==> src/rtl/draw_triangle_pipe_if.sv <==
// Vertex/colour memory ports and triangle hand-off to the rasteriser.
// master = draw_triangle_pipe side, slave = memories plus rasteriser side.
interface draw_triangle_pipe_if #(
  parameter int WIDTH        = 32,
  parameter int COLOUR_WIDTH = 3,
  parameter int ADDR_WIDTH   = 8
);
  logic [ADDR_WIDTH-1:0]   mem_read_addr;
  logic [WIDTH-1:0]        mem_read_data;
  logic [ADDR_WIDTH-1:0]   mem_col_addr;
  logic [COLOUR_WIDTH-1:0] mem_col_data;
  logic [WIDTH-1:0]        ax, ay, az, bx, by, bz, cx, cy, cz;
  logic [COLOUR_WIDTH-1:0] colour;
  logic                    draw_en;
  logic                    draw_done;

  modport master (
    output mem_read_addr, mem_col_addr,
    input  mem_read_data, mem_col_data,
    output ax, ay, az, bx, by, bz, cx, cy, cz, colour, draw_en,
    input  draw_done
  );

  modport slave (
    input  mem_read_addr, mem_col_addr,
    output mem_read_data, mem_col_data,
    input  ax, ay, az, bx, by, bz, cx, cy, cz, colour, draw_en,
    output draw_done
  );
endinterface

==> src/rtl/draw_triangle_pipe.sv <==
// Walks the screen-space vertex buffer, assembles strip/list triangles with a
// per-triangle colour and hands each one to the rasteriser.
module draw_triangle_pipe #(
  parameter int WIDTH        = 32,
  parameter int COLOUR_WIDTH = 3,
  parameter int ADDR_WIDTH   = 8
) (
  input  logic              clock,
  input  logic              reset,
  input  logic              start,
  input  logic              strip,
  input  logic [WIDTH-1:0]  count,
  output logic              done,
  output logic [2:0]        fsm_state,
  draw_triangle_pipe_if.master bus
);

  // Handshake: draw_en is a one-cycle valid; the triangle outputs then stay
  // stable until draw_done (ready) is seen in S_WAIT_DRAW. draw_done in any
  // other state is ignored.
  typedef enum logic [2:0] {
    S_IDLE      = 3'd0,
    S_FETCH     = 3'd1,
    S_DRAIN     = 3'd2,
    S_DRAW      = 3'd3,
    S_WAIT_DRAW = 3'd4
  } state_t;

  state_t                  state, state_next;
  logic                    strip_q;
  logic [WIDTH-1:0]        count_q;
  logic [WIDTH-1:0]        t;
  logic [WIDTH-1:0]        t_inc;
  logic [3:0]              words_needed;
  logic [3:0]              k;
  logic [3:0]              cap_slot;
  logic                    cap_valid;
  logic                    col_pending;
  logic [ADDR_WIDTH-1:0]   addr_q;
  logic [ADDR_WIDTH-1:0]   next_ptr;
  logic [ADDR_WIDTH-1:0]   col_addr_q;
  logic [COLOUR_WIDTH-1:0] colour_q;
  logic [WIDTH-1:0]        verts [9];
  logic                    last_fetch;
  logic                    tri_last;

  assign t_inc      = t + WIDTH'(1);
  assign tri_last   = (t_inc == count_q);
  assign last_fetch = (k == (words_needed - 4'd1));

  always_ff @(posedge clock) begin
    if (!reset) state <= S_IDLE;
    else        state <= state_next;
  end

  always_comb begin
    state_next  = state;
    done        = 1'b0;
    bus.draw_en = 1'b0;
    case (state)
      S_IDLE: begin
        done = 1'b1;
        if (start && (count != '0)) state_next = S_FETCH;
      end
      S_FETCH:     if (last_fetch) state_next = S_DRAIN;
      S_DRAIN:     state_next = S_DRAW;
      S_DRAW: begin
        bus.draw_en = 1'b1;
        state_next  = S_WAIT_DRAW;
      end
      S_WAIT_DRAW: if (bus.draw_done) state_next = tri_last ? S_IDLE : S_FETCH;
      default:     state_next = S_IDLE;
    endcase
  end

  // Reads are contiguous for both topologies: a list triangle takes the next
  // 9 words, a strip triangle after the first takes the next 3 (one vertex).
  always_ff @(posedge clock) begin
    if (!reset) begin
      strip_q      <= 1'b0;
      count_q      <= '0;
      t            <= '0;
      words_needed <= 4'd9;
      k            <= 4'd0;
      cap_slot     <= 4'd0;
      cap_valid    <= 1'b0;
      col_pending  <= 1'b0;
      addr_q       <= '0;
      next_ptr     <= '0;
      col_addr_q   <= '0;
      colour_q     <= '0;
      for (int i = 0; i < 9; i++) verts[i] <= '0;
    end else begin
      cap_valid   <= (state == S_FETCH);
      cap_slot    <= ((words_needed == 4'd9) ? 4'd0 : 4'd6) + k;
      col_pending <= (state == S_FETCH) && (k == 4'd0);
      if (cap_valid)   verts[cap_slot] <= bus.mem_read_data;
      if (col_pending) colour_q        <= bus.mem_col_data;

      case (state)
        S_IDLE: begin
          if (start) begin
            strip_q      <= strip;
            count_q      <= count;
            t            <= '0;
            k            <= 4'd0;
            words_needed <= 4'd9;
            addr_q       <= '0;
            col_addr_q   <= '0;
          end
        end
        S_FETCH: begin
          k <= k + 4'd1;
          if (last_fetch) next_ptr <= addr_q + ADDR_WIDTH'(1);
          else            addr_q   <= addr_q + ADDR_WIDTH'(1);
        end
        S_WAIT_DRAW: begin
          if (bus.draw_done) begin
            t            <= t_inc;
            k            <= 4'd0;
            words_needed <= strip_q ? 4'd3 : 4'd9;
            if (!tri_last) begin
              addr_q     <= next_ptr;
              col_addr_q <= t_inc[ADDR_WIDTH-1:0];
              if (strip_q) begin
                verts[0] <= verts[3];
                verts[1] <= verts[4];
                verts[2] <= verts[5];
                verts[3] <= verts[6];
                verts[4] <= verts[7];
                verts[5] <= verts[8];
              end
            end
          end
        end
        default: ;
      endcase
    end
  end

  assign fsm_state         = state;
  assign bus.mem_read_addr = addr_q;
  assign bus.mem_col_addr  = col_addr_q;
  assign bus.ax            = verts[0];
  assign bus.ay            = verts[1];
  assign bus.az            = verts[2];
  assign bus.bx            = verts[3];
  assign bus.by            = verts[4];
  assign bus.bz            = verts[5];
  assign bus.cx            = verts[6];
  assign bus.cy            = verts[7];
  assign bus.cz            = verts[8];
  assign bus.colour        = colour_q;

endmodule
==> src/flat_wrapper.sv <==
// flat-port wrapper written by rule: the top's interface ports become plain ports
module draw_triangle_pipe_flat 
#(
  parameter int WIDTH        = 32,
  parameter int COLOUR_WIDTH = 3,
  parameter int ADDR_WIDTH   = 8
)
  (clock, reset, start, strip, count, done, fsm_state, bus_mem_read_addr, bus_mem_col_addr, bus_mem_read_data, bus_mem_col_data, bus_ax, bus_ay, bus_az, bus_bx, bus_by, bus_bz, bus_cx, bus_cy, bus_cz, bus_colour, bus_draw_en, bus_draw_done);
  draw_triangle_pipe_if #(.WIDTH(WIDTH), .COLOUR_WIDTH(COLOUR_WIDTH), .ADDR_WIDTH(ADDR_WIDTH)) bus_i ();
  input  logic clock;
  input  logic reset;
  input  logic start;
  input  logic strip;
  input  logic [WIDTH-1:0] count;
  output logic done;
  output logic [2:0] fsm_state;
  output wire logic [$bits(bus_i.mem_read_addr)-1:0] bus_mem_read_addr;
  output wire logic [$bits(bus_i.mem_col_addr)-1:0] bus_mem_col_addr;
  input wire logic [$bits(bus_i.mem_read_data)-1:0] bus_mem_read_data;
  input wire logic [$bits(bus_i.mem_col_data)-1:0] bus_mem_col_data;
  output wire logic [$bits(bus_i.ax)-1:0] bus_ax;
  output wire logic [$bits(bus_i.ay)-1:0] bus_ay;
  output wire logic [$bits(bus_i.az)-1:0] bus_az;
  output wire logic [$bits(bus_i.bx)-1:0] bus_bx;
  output wire logic [$bits(bus_i.by)-1:0] bus_by;
  output wire logic [$bits(bus_i.bz)-1:0] bus_bz;
  output wire logic [$bits(bus_i.cx)-1:0] bus_cx;
  output wire logic [$bits(bus_i.cy)-1:0] bus_cy;
  output wire logic [$bits(bus_i.cz)-1:0] bus_cz;
  output wire logic [$bits(bus_i.colour)-1:0] bus_colour;
  output wire logic [$bits(bus_i.draw_en)-1:0] bus_draw_en;
  input wire logic [$bits(bus_i.draw_done)-1:0] bus_draw_done;
  assign bus_mem_read_addr = bus_i.mem_read_addr;
  assign bus_mem_col_addr = bus_i.mem_col_addr;
  assign bus_i.mem_read_data = bus_mem_read_data;
  assign bus_i.mem_col_data = bus_mem_col_data;
  assign bus_ax = bus_i.ax;
  assign bus_ay = bus_i.ay;
  assign bus_az = bus_i.az;
  assign bus_bx = bus_i.bx;
  assign bus_by = bus_i.by;
  assign bus_bz = bus_i.bz;
  assign bus_cx = bus_i.cx;
  assign bus_cy = bus_i.cy;
  assign bus_cz = bus_i.cz;
  assign bus_colour = bus_i.colour;
  assign bus_draw_en = bus_i.draw_en;
  assign bus_i.draw_done = bus_draw_done;
  draw_triangle_pipe #(.WIDTH(WIDTH), .COLOUR_WIDTH(COLOUR_WIDTH), .ADDR_WIDTH(ADDR_WIDTH)) u_core (.clock(clock), .reset(reset), .start(start), .strip(strip), .count(count), .done(done), .fsm_state(fsm_state), .bus(bus_i));
endmodule
==> config.mk <==
export PLATFORM = sky130hd
export DESIGN_NAME = draw_triangle_pipe_flat
export DESIGN_NICKNAME = d
export VERILOG_FILES = /design/src/rtl/draw_triangle_pipe_if.sv /design/src/rtl/draw_triangle_pipe.sv /design/src/flat_wrapper.sv
export SDC_FILE = /design/constraint.sdc
export NUM_CORES = 1
export LEC_CHECK = 0
export CORE_MARGIN = 4
export CORE_UTILIZATION = 45
export DETAILED_ROUTE_END_ITERATION = 10
export GPL_TIMING_DRIVEN = 0
export PLACE_DENSITY = 0.7
export SLEW_MARGIN = 10
export SYNTH_ARGS = -nofsm -noshare
export SYNTH_HDL_FRONTEND = slang
export SYNTH_SLANG_ARGS = --single-unit
==> constraint.sdc <==
create_clock -name clock -period 7.01 [get_ports clock]
set_input_delay 1.402 -clock clock [delete_from_list [all_inputs] [get_ports clock]]
set_output_delay 1.402 -clock clock [all_outputs]
set_load 0.01 [all_outputs]
==> impl_metrics.env <==
export IMPL_yosys_cell_types_count=65
export IMPL_final_cell_area_um2=25100
export IMPL_worstSetupPathType="reg2reg"
export IMPL_grt_max_degree=28
export IMPL_max_slew_worst_pin_slew_ps=1190
export IMPL_ctsHoldBuffers=0
export IMPL_ioPinCount=384
export IMPL_finish_utilization_pct=59.7
export IMPL_switchingPower_mw=1.28
export IMPL_arrival_ps=5210
export IMPL_dieHeight_um=215
export IMPL_p_leak_nw=10.5
export IMPL_die_area_um2=46100
export IMPL_syn_area_um2=19200
export IMPL_worstReg2RegEnd="u_core.verts[5][27]$_DFFE_PP_"
export IMPL_maxCapViolations=0
export IMPL_nFillCells=3513
export IMPL_startpoint_type="register"
export IMPL_cts_setup_buffers=0
export IMPL_overflow=0
export IMPL_switching_share_pct=23.5
export IMPL_period_share_pct=69.8
export IMPL_drt_pass1_iter_count=7
export IMPL_crit_fanout=21
export IMPL_grt_pass1_wl_mm=91.6
export IMPL_clk_pin_slew_worst_paths_ps=60
export IMPL_seq_area_frac_synth_pct=56.2
export IMPL_first_iter_violations=1238
export IMPL_hold_class="reg2reg"
export IMPL_cts_tree="done"
export IMPL_worst_setup_path_end_kind="register"
export IMPL_combinationalPowerShare_pct=8.4
export IMPL_finalSetupViolations=0
export IMPL_status="finished clean"
export IMPL_fin_skew_ps=20.4
export IMPL_synth_ff_type="edfxtp_1"
export IMPL_diodes=0
export IMPL_grt_setup_unrepaired="no"
export IMPL_fmax_mhz=204
export IMPL_holdPathStages=1
export IMPL_std_cell_rows=75
export IMPL_r2r_start="u_core.t[24]$_SDFFE_PN0P_"
export IMPL_ctsResizeCount=0
export IMPL_wl_mm=61.0
export IMPL_synthCells=1832
export IMPL_share_seq_of_total_power_pct=48.6
export IMPL_synth_edf_count=288
export IMPL_hp_start="u_core.bus.mem_col_addr[1]$_SDFFE_PN0P_"
export IMPL_avgSynthCellArea_um2=10.5
export IMPL_layout_drive_gt1_share_pct=5.50
export IMPL_rrSetupSlack_ps=2120
export IMPL_grt_pass1_vias=14800
export IMPL_nNetsFinal=2316
export IMPL_place_area_um2=23600
export IMPL_ys_warnings_count=0
export IMPL_dr_wl_met3_mm=4.61
export IMPL_dr_wl_met2_mm=29.2
export IMPL_clock_sinks=395
export IMPL_crit_required_ps=7330
export IMPL_clock_path_buffers=3
export IMPL_syn_to_final_growth_pct=30.6
export IMPL_synth_seq_cells=395
export IMPL_port_buffers=351
export IMPL_p_per_area_nw_per_um2=216
export IMPL_wire_per_inst_um=21.7
export IMPL_viasPerCell=5.35
export IMPL_synth_async_reset_ratio_pct=0
export IMPL_cts_buffers=44
export IMPL_syn_nets=1910
export IMPL_die_w_um=215
export IMPL_core_area_um2=42000
export IMPL_min_period_ps=4890
export IMPL_drc=0
export IMPL_internal_power_mw=4.15
export IMPL_worstRegToRegCells=10
export IMPL_dr_max_layer_used="met4"
export IMPL_ant_nets=0
export IMPL_hold_path_end="u_core.bus.mem_col_addr[1]$_SDFFE_PN0P_"
export IMPL_hpwl_mm=46.4
export IMPL_finalWeightedCongestion=0.957
export IMPL_cts_root_buffer="clkbuf_16"
export IMPL_h_tree_depth=2
export IMPL_insertion_delay_ps=580
export IMPL_clock_power_share_pct=43.0
export IMPL_grt_antenna_before_repair=0
export IMPL_ir_drop_mv=0.145
export IMPL_drt_met1_wl_mm=24.8
export IMPL_finalHoldViolCount=0
export IMPL_slew_violations=0
export IMPL_dr_total_vias=15000
export IMPL_grt_total_usage_pct=25.7
export IMPL_max_slew_margin_pct=20.1
export IMPL_initial_utilization_pct=45.7
## worst max-delay path by stage
stage / start / to / slack, ps
after global placement: reset / u_core.verts[2][24]$_DFFE_PP_ / -390
final: u_core.t[24]$_SDFFE_PN0P_ / u_core.verts[5][27]$_DFFE_PP_ / 2120
after floorplan: reset / u_core.verts[6][0]$_SDFFCE_PN0P_ / 2400
after detailed placement: u_core.t[20]$_SDFFE_PN0P_ / u_core.verts[5][28]$_DFFE_PP_ / 2210
after CTS: u_core.t[24]$_SDFFE_PN0P_ / u_core.verts[5][27]$_DFFE_PP_ / 2180
after global routing: u_core.t[1]$_SDFFE_PN0P_ / u_core.verts[5][27]$_DFFE_PP_ / 1830
## cell families after synthesis
group / Yosys count / share of synthesized area [%]
simple gates: 670 / 17.2
flops: 395 / 56.2
buf+inv: 342 / 8.27
mux: 197 / 10.3
compound gates: 167 / 5.17
xor+xnor: 55 / 2.51
fa+ha+maj: 6 / 0.430
## synthesized netlist by cell type (all sizes together), types with 3 or more instances
cell type / number / area [um2]
or3: 5 / 31.3
nor2: 77 / 289
or2: 3 / 18.8
clkbuf: 78 / 293
nor3b: 3 / 22.5
xor2: 26 / 228
nor4: 23 / 180
nand3b: 4 / 30.0
mux2i: 197 / 1970
a21oi: 86 / 430
and2: 105 / 657
and3b: 3 / 26.3
nor2b: 3 / 18.8
a31oi: 3 / 18.8
xnor2: 29 / 254
buf: 66 / 552
o211ai: 4 / 30.0
o211a: 3 / 30.0
nand2: 313 / 1170
nand3: 18 / 108
a22oi: 5 / 37.5
and4: 4 / 37.5
nand4b: 4 / 35.0
inv: 198 / 743
nand2b: 16 / 100
nand4: 28 / 211
ha: 5 / 62.6
o21ai: 30 / 150
and3: 18 / 113
dfxtp: 107 / 2140
o2bb2ai: 8 / 70.1
or4: 7 / 52.6
edfxtp: 288 / 8650
a211oi: 11 / 82.6
nor3: 34 / 175
## power by group through the flow
| stage | logic, mW | clock network, mW | registers (mW) |
|---|---|---|---|
| floorplan | 0.155 | 0 | 2.71 |
| global placement | 0.433 | 0 | 2.69 |
| detailed placement | 0.455 | 0 | 2.69 |
| CTS | 0.457 | 2.36 | 2.64 |
| global route | 0.487 | 2.46 | 2.64 |
| finish | 0.454 | 2.33 | 2.64 |
## flip-flops by register name, summed over array words and instances (netlist names), 4 cells and up
signal                    count
u_core.count_q               32
u_core.bus.mem_col_addr       8
u_core.verts                288
u_core.k                      4
u_core.cap_slot               4
u_core.bus.mem_read_addr      8
u_core.t                     32
u_core.next_ptr               8
## metrics by stage
step | setup TNS, ps | hold WS (ps) | setup slack, ps | total power [mW] | cells
final | 0 | 466 | 2120 | 5.43 | 2810
after detailed placement | 0 | 451 | 2210 | 3.14 | 2731
after CTS | 0 | 471 | 2180 | 5.46 | 2810
after global placement | -12270 | 451 | -388 | 3.12 | 2722
after global routing | 0 | 492 | 1830 | 5.59 | 2810
after floorplan | 0 | 445 | 2400 | 2.86 | 1832
## placed cells by master, fill, tap and decap left out, types with 28 or more instances in the layout
cell type / instances
a21oi_1: 86
clkbuf_16: 44
nor2_1: 77
nand2_1: 313
mux2i_1: 197
inv_1: 198
xnor2_1: 29
edfxtp_1: 288
buf_1: 35
dfxtp_1: 107
clkbuf_1: 88
o21ai_0: 28
nor3_1: 33
and2_1: 104
clkdlybuf4s50_1: 351
## layer usage
layer / track usage (%) / up-vias
met4: 9.88 / 0
met2: 43.7 / 662
met5: 0 / -
met1: 32.7 / 7236
met3: 4.93 / 123
li1: - / 7008
## critical path, cell delays in order, from the launching register on
cell and delay (ps):
dfxtp_1 310, clkbuf_1 360, nand4_1 230, nor4_1 830
a21oi_1 220, a211o_1 330, nor4_2 500, nand4_4 270
a31oi_1 770, nand2b_2 480, buf_16 320
## cell type report
| cell class | count | area, um2 | area share, % |
|---|---|---|---|
| sequential | 395 | 10800 | 43.0 |
| multi-input combinational | 1095 | 6870 | 27.4 |
| timing repair buffer | 360 | 3720 | 14.8 |
| clock buffer | 56 | 1170 | 4.65 |
| buffer | 144 | 845 | 3.37 |
| inverter | 198 | 743 | 2.96 |
| tap | 539 | 674 | 2.69 |
| clock inverter | 23 | 275 | 1.10 |
(Power assumes the default switching activity.)
